`config.mk`:
```
export PLATFORM = sky130hd
export DESIGN_NAME = host_bus_master
export DESIGN_NICKNAME = d
export VERILOG_FILES = /design/src/rtl/host_bus_master.sv
export SDC_FILE = /design/constraint.sdc
export NUM_CORES = 1
export LEC_CHECK = 0
export BUFFER_PORTS_ARGS = -buffer_cell sky130_fd_sc_hd__buf_2
export CAP_MARGIN = 20
export CORE_MARGIN = 3
export CORE_UTILIZATION = 55
export CTS_CLUSTER_DIAMETER = 120
export DETAILED_ROUTE_END_ITERATION = 7
export PLACE_DENSITY = 0.93
export RECOVER_POWER = 25
export SLEW_MARGIN = 0
export SYNTH_ARGS = -nofsm -noshare
export SYNTH_HDL_FRONTEND = slang
export SYNTH_SLANG_ARGS = --single-unit
```
`constraint.sdc`:
```
create_clock -name clk -period 5.1 [get_ports clk]
set_input_delay 0.51 -clock clk [delete_from_list [all_inputs] [get_ports clk]]
set_output_delay 0.51 -clock clk [all_outputs]
set_load 0.01 [all_outputs]
```
`src/rtl/host_bus_master.sv`:
```
// host_bus_master
//
// Initiator for the asynchronous-style host bus (nCS/nOE/nWE, 21-bit address,
// 16-bit data). A valid/ready request is turned into a timed bus cycle of
// SETUP_CYC / ACCESS_CYC / HOLD_CYC / TURN_CYC clocks. Completion is reported
// by a one-cycle rsp_valid pulse. On reads, rsp_rdata carries the data.
//
// Handshake: a request transfers on any rising clk edge where
// req_valid && req_ready are both high. req_ready is high only in IDLE and is
// decoded from the state register, so nothing combinational runs from
// req_valid to the bus. Request fields are ignored on all other edges.
// rsp_valid is a single-cycle strobe with no back-pressure.
//
// Optional build macro HOST_BUS_WAIT_EN adds the following:
//   - input HOST_nWAIT (active low). It stretches the ACCESS phase.
//   - output rsp_err. It flags an access aborted after more than WAIT_TMO
//     consecutive stall cycles; in that case rsp_rdata is 16'hDEAD.
//
// Ports:
//   clk, nRESET          clock, asynchronous active-low reset
//   req_valid/req_ready  request handshake
//   req_wr               1 = write, 0 = read
//   req_addr, req_wdata  request address / write data
//   rsp_valid            one-cycle completion pulse
//   rsp_rdata            read data (valid with rsp_valid on reads)
//   busy                 state != IDLE
//   HOST_nCS/nOE/nWE     bus strobes, active low, registered
//   HOST_ADD, HOST_DO    bus address / write data, registered
//   HOST_DI              read data from the responder
//   HOST_nWAIT, rsp_err  only with HOST_BUS_WAIT_EN

module host_bus_master #(
  parameter int SETUP_CYC  = 1,
  parameter int ACCESS_CYC = 2,
  parameter int HOLD_CYC   = 1,
  parameter int TURN_CYC   = 1
`ifdef HOST_BUS_WAIT_EN
  ,
  parameter int WAIT_TMO   = 255
`endif
) (
  input  logic        clk,
  input  logic        nRESET,
  input  logic        req_valid,
  output logic        req_ready,
  input  logic        req_wr,
  input  logic [20:0] req_addr,
  input  logic [15:0] req_wdata,
  output logic        rsp_valid,
  output logic [15:0] rsp_rdata,
  output logic        busy,
  output logic        HOST_nCS,
  output logic        HOST_nOE,
  output logic        HOST_nWE,
  output logic [20:0] HOST_ADD,
  output logic [15:0] HOST_DO,
  input  logic [15:0] HOST_DI
`ifdef HOST_BUS_WAIT_EN
  ,
  input  logic        HOST_nWAIT,
  output logic        rsp_err
`endif
);

  localparam int MAX_SA  = (SETUP_CYC > ACCESS_CYC) ? SETUP_CYC : ACCESS_CYC;
  localparam int MAX_HT  = (HOLD_CYC > TURN_CYC) ? HOLD_CYC : TURN_CYC;
  localparam int MAX_CYC = (MAX_SA > MAX_HT) ? MAX_SA : MAX_HT;
  localparam int CNT_W   = (MAX_CYC < 2) ? 1 : $clog2(MAX_CYC + 1);

  // S_START is the cycle between the accept edge and driving the bus. The
  // latched request reaches the pins one edge later, which keeps the bus
  // fully registered off the request capture.
  typedef enum logic [2:0] {
    S_IDLE   = 3'd0,
    S_START  = 3'd1,
    S_SETUP  = 3'd2,
    S_ACCESS = 3'd3,
    S_HOLD   = 3'd4,
    S_TURN   = 3'd5
  } state_e;

  state_e      state_q, state_d;
  logic [CNT_W-1:0] cnt_q, cnt_d;
  logic        wr_q, wr_d;
  logic [20:0] addr_q, addr_d;
  logic [15:0] wdata_q, wdata_d;
  logic        ncs_q, ncs_d;
  logic        noe_q, noe_d;
  logic        nwe_q, nwe_d;
  logic [20:0] add_q, add_d;
  logic [15:0] do_q, do_d;
  logic        rsp_valid_q, rsp_valid_d;
  logic [15:0] rsp_rdata_q, rsp_rdata_d;

`ifdef HOST_BUS_WAIT_EN
  localparam int STALL_W = (WAIT_TMO < 2) ? 1 : $clog2(WAIT_TMO + 1);
  logic [STALL_W-1:0] stall_q, stall_d;
  logic               rsp_err_q, rsp_err_d;
`endif

  always_comb begin
    state_d     = state_q;
    cnt_d       = cnt_q;
    wr_d        = wr_q;
    addr_d      = addr_q;
    wdata_d     = wdata_q;
    ncs_d       = ncs_q;
    noe_d       = noe_q;
    nwe_d       = nwe_q;
    add_d       = add_q;
    do_d        = do_q;
    rsp_valid_d = 1'b0;
    rsp_rdata_d = rsp_rdata_q;
`ifdef HOST_BUS_WAIT_EN
    stall_d     = stall_q;
    rsp_err_d   = 1'b0;
`endif

    case (state_q)
      S_IDLE: begin
        if (req_valid) begin
          wr_d    = req_wr;
          addr_d  = req_addr;
          wdata_d = req_wdata;
          state_d = S_START;
        end
      end

      S_START: begin
        add_d = addr_q;
        // Reads leave HOST_DO at its previous value.
        if (wr_q) begin
          do_d = wdata_q;
        end
        ncs_d   = 1'b0;
        cnt_d   = CNT_W'(SETUP_CYC - 1);
        state_d = S_SETUP;
      end

      S_SETUP: begin
        if (cnt_q == '0) begin
          if (wr_q) begin
            nwe_d = 1'b0;
          end else begin
            noe_d = 1'b0;
          end
          cnt_d   = CNT_W'(ACCESS_CYC - 1);
          state_d = S_ACCESS;
`ifdef HOST_BUS_WAIT_EN
          stall_d = '0;
`endif
        end else begin
          cnt_d = cnt_q - CNT_W'(1);
        end
      end

      S_ACCESS: begin
`ifdef HOST_BUS_WAIT_EN
        // The phase counter freezes while the responder holds nWAIT low.
        // stall_q counts consecutive stalled edges. The abort fires on the
        // stalled edge after WAIT_TMO have already been counted.
        stall_d = '0;
        if (!HOST_nWAIT) begin
          if (stall_q == STALL_W'(WAIT_TMO)) begin
            noe_d       = 1'b1;
            nwe_d       = 1'b1;
            rsp_rdata_d = 16'hDEAD;
            rsp_valid_d = 1'b1;
            rsp_err_d   = 1'b1;
            cnt_d       = CNT_W'(HOLD_CYC - 1);
            state_d     = S_HOLD;
          end else begin
            stall_d = stall_q + STALL_W'(1);
          end
        end else
`endif
        if (cnt_q == '0) begin
          noe_d = 1'b1;
          nwe_d = 1'b1;
          if (!wr_q) begin
            rsp_rdata_d = HOST_DI;
          end
          rsp_valid_d = 1'b1;
          cnt_d       = CNT_W'(HOLD_CYC - 1);
          state_d     = S_HOLD;
        end else begin
          cnt_d = cnt_q - CNT_W'(1);
        end
      end

      S_HOLD: begin
        if (cnt_q == '0) begin
          ncs_d   = 1'b1;
          cnt_d   = CNT_W'(TURN_CYC - 1);
          state_d = S_TURN;
        end else begin
          cnt_d = cnt_q - CNT_W'(1);
        end
      end

      S_TURN: begin
        if (cnt_q == '0) begin
          state_d = S_IDLE;
        end else begin
          cnt_d = cnt_q - CNT_W'(1);
        end
      end

      default: begin
        ncs_d   = 1'b1;
        noe_d   = 1'b1;
        nwe_d   = 1'b1;
        state_d = S_IDLE;
      end
    endcase
  end

  always_ff @(posedge clk or negedge nRESET) begin
    if (!nRESET) begin
      state_q     <= S_IDLE;
      cnt_q       <= '0;
      wr_q        <= 1'b0;
      addr_q      <= '0;
      wdata_q     <= '0;
      ncs_q       <= 1'b1;
      noe_q       <= 1'b1;
      nwe_q       <= 1'b1;
      add_q       <= '0;
      do_q        <= '0;
      rsp_valid_q <= 1'b0;
      rsp_rdata_q <= '0;
`ifdef HOST_BUS_WAIT_EN
      stall_q     <= '0;
      rsp_err_q   <= 1'b0;
`endif
    end else begin
      state_q     <= state_d;
      cnt_q       <= cnt_d;
      wr_q        <= wr_d;
      addr_q      <= addr_d;
      wdata_q     <= wdata_d;
      ncs_q       <= ncs_d;
      noe_q       <= noe_d;
      nwe_q       <= nwe_d;
      add_q       <= add_d;
      do_q        <= do_d;
      rsp_valid_q <= rsp_valid_d;
      rsp_rdata_q <= rsp_rdata_d;
`ifdef HOST_BUS_WAIT_EN
      stall_q     <= stall_d;
      rsp_err_q   <= rsp_err_d;
`endif
    end
  end

  assign req_ready = (state_q == S_IDLE);
  assign busy      = (state_q != S_IDLE);
  assign rsp_valid = rsp_valid_q;
  assign rsp_rdata = rsp_rdata_q;
  assign HOST_nCS  = ncs_q;
  assign HOST_nOE  = noe_q;
  assign HOST_nWE  = nwe_q;
  assign HOST_ADD  = add_q;
  assign HOST_DO   = do_q;
`ifdef HOST_BUS_WAIT_EN
  assign rsp_err   = rsp_err_q;
`endif

endmodule

```
==> run_results.csv, run 1 <==
group,metric,value,unit
route,num_vias,2479,
route,drt_pass1_iterations,4,
critical_path,cp_num_buf_inv,2,
hold_path,worstHoldPathType,"in2reg",
floorplanning,core_area,6940,sq um
yosys,postSynthCellCount,260,
cells_and_area,fin_nets,434,
place,io_buffers,115,
timing,drv_slew,42,
cells_and_area,drive_gt1_share,49.2,%
clocking,cts_resized,0,
yosys,avgSynthCellArea,15.5,sq um
outcome,status,"finished, violations left",
route,avgViaCountPerCell,5.23,
floorplanning,io_pins,116,
timing,fmax,323,MHz
place,place_congestion,0.836,
critical_path,r2r_slack,2.34,ns
yosys,yosysTopAreaCellShare,60.1,%
hold_path,hold_end,"addr_q[11]$_DFFE_PN0P_",
cells_and_area,antennaDiodeCount,0,
timing,hold_viol,0,
pwr,total_leakage_power,2.29,nW
clocking,cts_setup_buffers,0,
cells_and_area,layout_common_cells,"dfrtp_1 (97), buf_2 (97), mux2_2 (50)",
clocking,clkSinkCount,100,
critical_path,worst-r2r-cell-count,4,
floorplanning,dieHeight,91.7,microns
yosys,ys_seq_area_share,62.0,%
clocking,cts_root_buffer,"clkbuf_8",
grt,track_usage,19.1,%
clocking,insertion_delay,0.35,ns
critical_path,rr_endpoint,"HOST_DO[11]$_DFFE_PN0P_",
clocking,hold_buffers,0,
critical_path,cp_top_family,"buffers and inverters",
route,ant_nets,0,
route,drt_iter0_drc,68,
clocking,cts_buffers,9,
pwr,powerDensity,672,nW/um^2
timing,setup_viol,0,
critical_path,crit_path_max_incr_delay,1.49,ns
floorplanning,fp.dieW,91.7,microns
critical_path,crit_path_top_delay_cell,"clkbuf_1",
grt,antenna_found_initial,0,
yosys,syn_area,4040,sq um
timing,fin_crit,3.10,ns
yosys,ys_ff_latch,100,
timing,fin_skew,0.0138,ns
timing,rsz0062_at_grt,"no",
yosys,yosysWarnings,0,
grt,grt_pass1_vias,2605,
yosys,ys_top_cells_by_area,"dfrtp_1 (60%), mux2_2 (14%), mux2_1 (7.2%)",
job,cap_viol_max_count,1,
floorplanning,rows,30,
critical_path,cp-end-kind,"asynchronous set/reset pin",
timing,fin_crit_sh,60.8,%
clocking,path_clk_slew,0.09,ns
yosys,yosys.area.top_type,"dfrtp_1",
pwr,finalPower,0.00327,W
timing,worstMarginPinSlew,2.13,ns
clocking,htreeDepth,3,
hold_path,hold_start,"req_addr[11]",
route,avgRoutedWirePerCell,16.3,microns
critical_path,crit_required,5.32,ns
pwr,peakVddDrop,291,uV
yosys,synth_fp_nets,321,
outcome,violations,"capacitance limit, slew limit",
floorplanning,die_area,8410,sq um
grt,grt_pass1_wl,12.7,mm
place,hpwl,5.52,mm
critical_path,arrival,3.32,ns
timing,slew_headroom,-42.0,%
critical_path,cp_cell_sequence,"clkbuf_1 -> clkbuf_2",
yosys,synth.distinct_cells,36,
cells_and_area,area_delta_synth_final,20.4,%
hold_path,holdPathStages,2,
clocking,cts_tree,"done",
clocking,clk_path_buf_depth,2,
critical_path,rr_startpoint,"state_q[0]$_DFFE_PN0P_",
timing,setup_tns,0,ns
route,drt-total-wl,7.73,mm
grt,grt_overflow,0,
critical_path,crit_path_max_fanout,60,
critical_path,critPathKind,"in2async",
critical_path,start_kind,"input pin",
floorplanning,initial_core_util,58.2,%
grt,grt_max_degree,61,
route,post-route-drc-count,0,
[state kept, by name (all words and copies together), names as in the netlist]
signal / flops
cnt_q: 2
addr_q: 21
HOST_nOE: 1
state_q: 3
HOST_DO: 16
wdata_q: 16
wr_q: 1
rsp_valid: 1
rsp_rdata: 16
HOST_nWE: 1
HOST_ADD: 21
HOST_nCS: 1
[cell families after synthesis]
group	share of synthesized area, %
AO/OA/AOI/OAI	3.56
flip-flops	62.0
adder cells (fa/ha/maj)	1.24
buffers and inverters	3.07
XOR/XNOR	0.217
AND/OR/NAND/NOR	3.50
multiplexers	26.4
[power by group]
part / total, W / internal, W / switching, W
Clock: 0.000606 / 0.000344 / 0.000262
Sequential: 0.00145 / 0.00120 / 0.000248
Combinational: 0.00121 / 0.000655 / 0.000553
Total: 0.00327 / 0.00220 / 0.00106
[metrics by stage]
stage	setup WS (ns)	utilization [%]	hold slack, ns	instances	cell area, sq um
floorplan	3.35	-	0.214	260	4040
global placement	2.44	66.8	0.461	458	4640
detailed placement	2.31	66.8	0.471	458	4640
CTS	2.30	70.5	0.120	474	4890
global route	1.38	70.1	0.371	474	4860
finish	2.00	70.1	0.373	474	4860
[synthesized netlist by cell type]
| master | count |
|---|---|
| inv_1 | 4 |
| a22o_1 | 1 |
| a32o_1 | 1 |
| a221o_1 | 1 |
| dfrtp_1 | 97 |
| a22oi_1 | 1 |
| and4b_1 | 1 |
| o31ai_1 | 1 |
| o21ai_0 | 5 |
| mux2_1 | 26 |
| nor2b_2 | 1 |
| buf_6 | 6 |
| nor2b_4 | 1 |
| nand2_1 | 8 |
| a21oi_1 | 6 |
| and2_1 | 3 |
| clkbuf_1 | 3 |
| dfstp_2 | 3 |
| xnor2_1 | 1 |
| o22ai_1 | 1 |
| o21a_1 | 1 |
| nor2b_1 | 2 |
| a31oi_1 | 1 |
| a21o_1 | 1 |
| nor3_2 | 1 |
| buf_4 | 2 |
| a31o_2 | 1 |
| and3_1 | 1 |
| nor3_1 | 2 |
| nor2_1 | 4 |
| o22a_1 | 1 |
| ha_1 | 4 |
| buf_2 | 3 |
| mux2_2 | 50 |
| mux2_4 | 14 |
| nand2b_1 | 1 |
[worst max path at each step]
stage / start / end / slack (ns) / depth (start not counted)
4_1_cts: state_q[0]$_DFFE_PN0P_ / HOST_DO[3]$_DFFE_PN0P_ / 2.30 / 4
3_3_place_gp: state_q[0]$_DFFE_PN0P_ / HOST_DO[13]$_DFFE_PN0P_ / 2.44 / 4
2_1_floorplan: state_q[1]$_DFFE_PN0P_ / addr_q[10]$_DFFE_PN0P_ / 3.35 / 6
5_1_grt: nRESET / HOST_ADD[10]$_DFFE_PN0N_ / 1.38 / 2
3_5_place_dp: state_q[0]$_DFFE_PN0P_ / HOST_DO[11]$_DFFE_PN0P_ / 2.31 / 4
6_report: nRESET / addr_q[10]$_DFFE_PN0P_ / 2.00 / 2
[routing by layer]
metal  part of all wire, %  global-route usage, %  up-vias
met5                     0                      0        -
li1                      -                      -     1137
met4                   1.6                   6.68        0
met1                    45                   26.5     1227
met3                   7.1                   4.84       11
met2                    46                   29.5      104
[final cells by class]
| type | count | area, sq um |
|---|---|---|
| well taps | 96 | 120 |
| fillers | 481 | 2080 |
| multi-input cells | 142 | 1410 |
| inverters | 4 | 15.0 |
| clock inverters | 6 | 116 |
| flip-flops and latches | 100 | 2510 |
| clock buffers | 10 | 138 |
| repair buffers | 116 | 558 |
No activity file was read; power rests on OpenSTA's default activity.
==> inputs of run 2 (changes only) <==
- CORE_UTILIZATION: 55 -> 46
- PLACE_DENSITY: 0.93 -> 0.84
- clock period: 5.1 -> 2.8 ns (I/O delays scaled with it)
==> run_results.csv, run 2 (synthesis results as in run 1) <==
group,metric,value,unit
timing,fin_crit_sh,71.8,%
floorplanning,fp.dieW,99.7,microns
grt,grt_max_degree,56,
job,cap_viol_max_count,0,
cells_and_area,fin_nets,439,
clocking,cts_root_buffer,"clkbuf_8",
clocking,cts_tree,"done",
grt,grt_pass1_vias,2531,
cells_and_area,layout_common_cells,"dfrtp_1 (97), buf_2 (96), mux2_2 (50)",
cells_and_area,area_delta_synth_final,20.8,%
outcome,status,"completed",
floorplanning,core_area,8380,sq um
timing,fin_skew,0.00644,ns
timing,drv_slew,0,
timing,fin_crit,2.01,ns
timing,fmax,497,MHz
critical_path,crit_start,"state_q[1]$_DFFE_PN0P_",
route,drt_pass1_iterations,4,
critical_path,start_kind,"flop",
grt,grt_pass1_wl,12.5,mm
critical_path,crit_path_max_fanout,31,
floorplanning,rows,33,
critical_path,crit_required,3.03,ns
clocking,htreeDepth,3,
floorplanning,dieHeight,99.7,microns
route,avgViaCountPerCell,5.04,
hold_path,holdPathStages,3,
clocking,path_clk_slew,0.09,ns
hold_path,worstHoldPathType,"in2reg",
place,hpwl,5.24,mm
timing,worstMarginPinSlew,1.13,ns
critical_path,rr_startpoint,"state_q[1]$_DFFE_PN0P_",
clocking,cts_buffers,9,
clocking,clk_path_buf_depth,2,
cells_and_area,stdcell_count,487,
pwr,peakVddDrop,743,uV
floorplanning,initial_core_util,48.2,%
place,place_congestion,0.810,
place,io_buffers,115,
grt,grt_overflow,0,
timing,setup_viol,0,
pwr,powerDensity,1170,nW/um^2
clocking,insertion_delay,0.34,ns
cells_and_area,drive_gt1_share,49.2,%
route,drt-total-wl,7.44,mm
place,dp.cells,471,
critical_path,arrival,2.24,ns
grt,antenna_found_initial,0,
route,ant_nets,0,
route,post-route-drc-count,0,
critical_path,critPathKind,"reg2reg",
floorplanning,die_area,9940,sq um
cells_and_area,antennaDiodeCount,0,
timing,setup_tns,0,ns
cells_and_area,fillers,675,
pwr,total_leakage_power,2.29,nW
critical_path,cp-end-kind,"flop",
cells_and_area,final_common_cell,"dfrtp_1",
route,drt_iter0_drc,85,
grt,track_usage,15.9,%
route,num_vias,2453,
clocking,clkSinkCount,100,
critical_path,worst-r2r-cell-count,4,
timing,hold_viol,0,
floorplanning,io_pins,116,
timing,slew_headroom,24.5,%
route,avgRoutedWirePerCell,15.3,microns
timing,rsz0062_at_grt,"no",
hold_path,hold_start,"req_wr",
[run 2: worst max-delay path, cell delays in order, from the launching register on]
cell	delay (ns)
dfrtp_1	0.59
nor3_2	0.33
and2_2	0.35
buf_12	0.24
mux2_2	0.37
[run 2: cell type report]
cell class / count / area (sq um) / share of cell area, %
Clock buffer: 11 / 141 / 2.90
Clock inverter: 4 / 50.0 / 1.03
Tap cell: 105 / 131 / 2.69
Multi-Input combinational cell: 142 / 1410 / 28.9
Inverter: 4 / 15.0 / 0.308
Timing Repair Buffer: 121 / 626 / 12.8
Sequential cell: 100 / 2510 / 51.3
[run 2: worst paths after layout]
check,to,slack [ns]
max,wdata_q[1]$_DFFE_PN0P_,0.79
min,wr_q$_DFFE_PN0P_,0.14
max reg2reg,wdata_q[1]$_DFFE_PN0P_,0.79
min reg2reg,addr_q[5]$_DFFE_PN0P_,0.49
max in group asynchronous,wdata_q[4]$_DFFE_PN0P_,1.24
min in group asynchronous,HOST_ADD[14]$_DFFE_PN0N_,0.68
[run 2: what timing repair did]
action,4_1_cts,5_1_grt
hold buffers,1,0
gates resized for setup,0,0
setup buffers,0,0
hold endpoints to repair,42,0
[run 2: routing by layer]
metal	wire [microns]	share of wire [%]	GRT usage, %
met4	80	1.1	4.20
met1	3280	44	21.7
met5	0	0	0
met2	3610	48	25.6
met3	473	6.4	3.93
[run 2: metrics by stage]
stage                     worst slack (ns)  area, sq um  utilization, %  power, W  hold WS, ns
after detailed placement             0.802         4700            56.1   0.00494        0.322
final                                0.789         4880            58.2   0.00573        0.143
after floorplan                       1.05         4040               -   0.00417      -0.0156
after CTS                            0.768         4910            58.5   0.00585        0.115
after global routing                 0.667         4880            58.2   0.00615        0.124
after global placement               0.888         4700            56.1   0.00482        0.312
[run 2: power by group]
part	leakage, nW	internal [W]	switching [W]
clock	0.0914	0.000432	0.000451
combinational	1.00	0.00122	0.000990
sequential	1.20	0.00220	0.000440
total	2.29	0.00385	0.00188
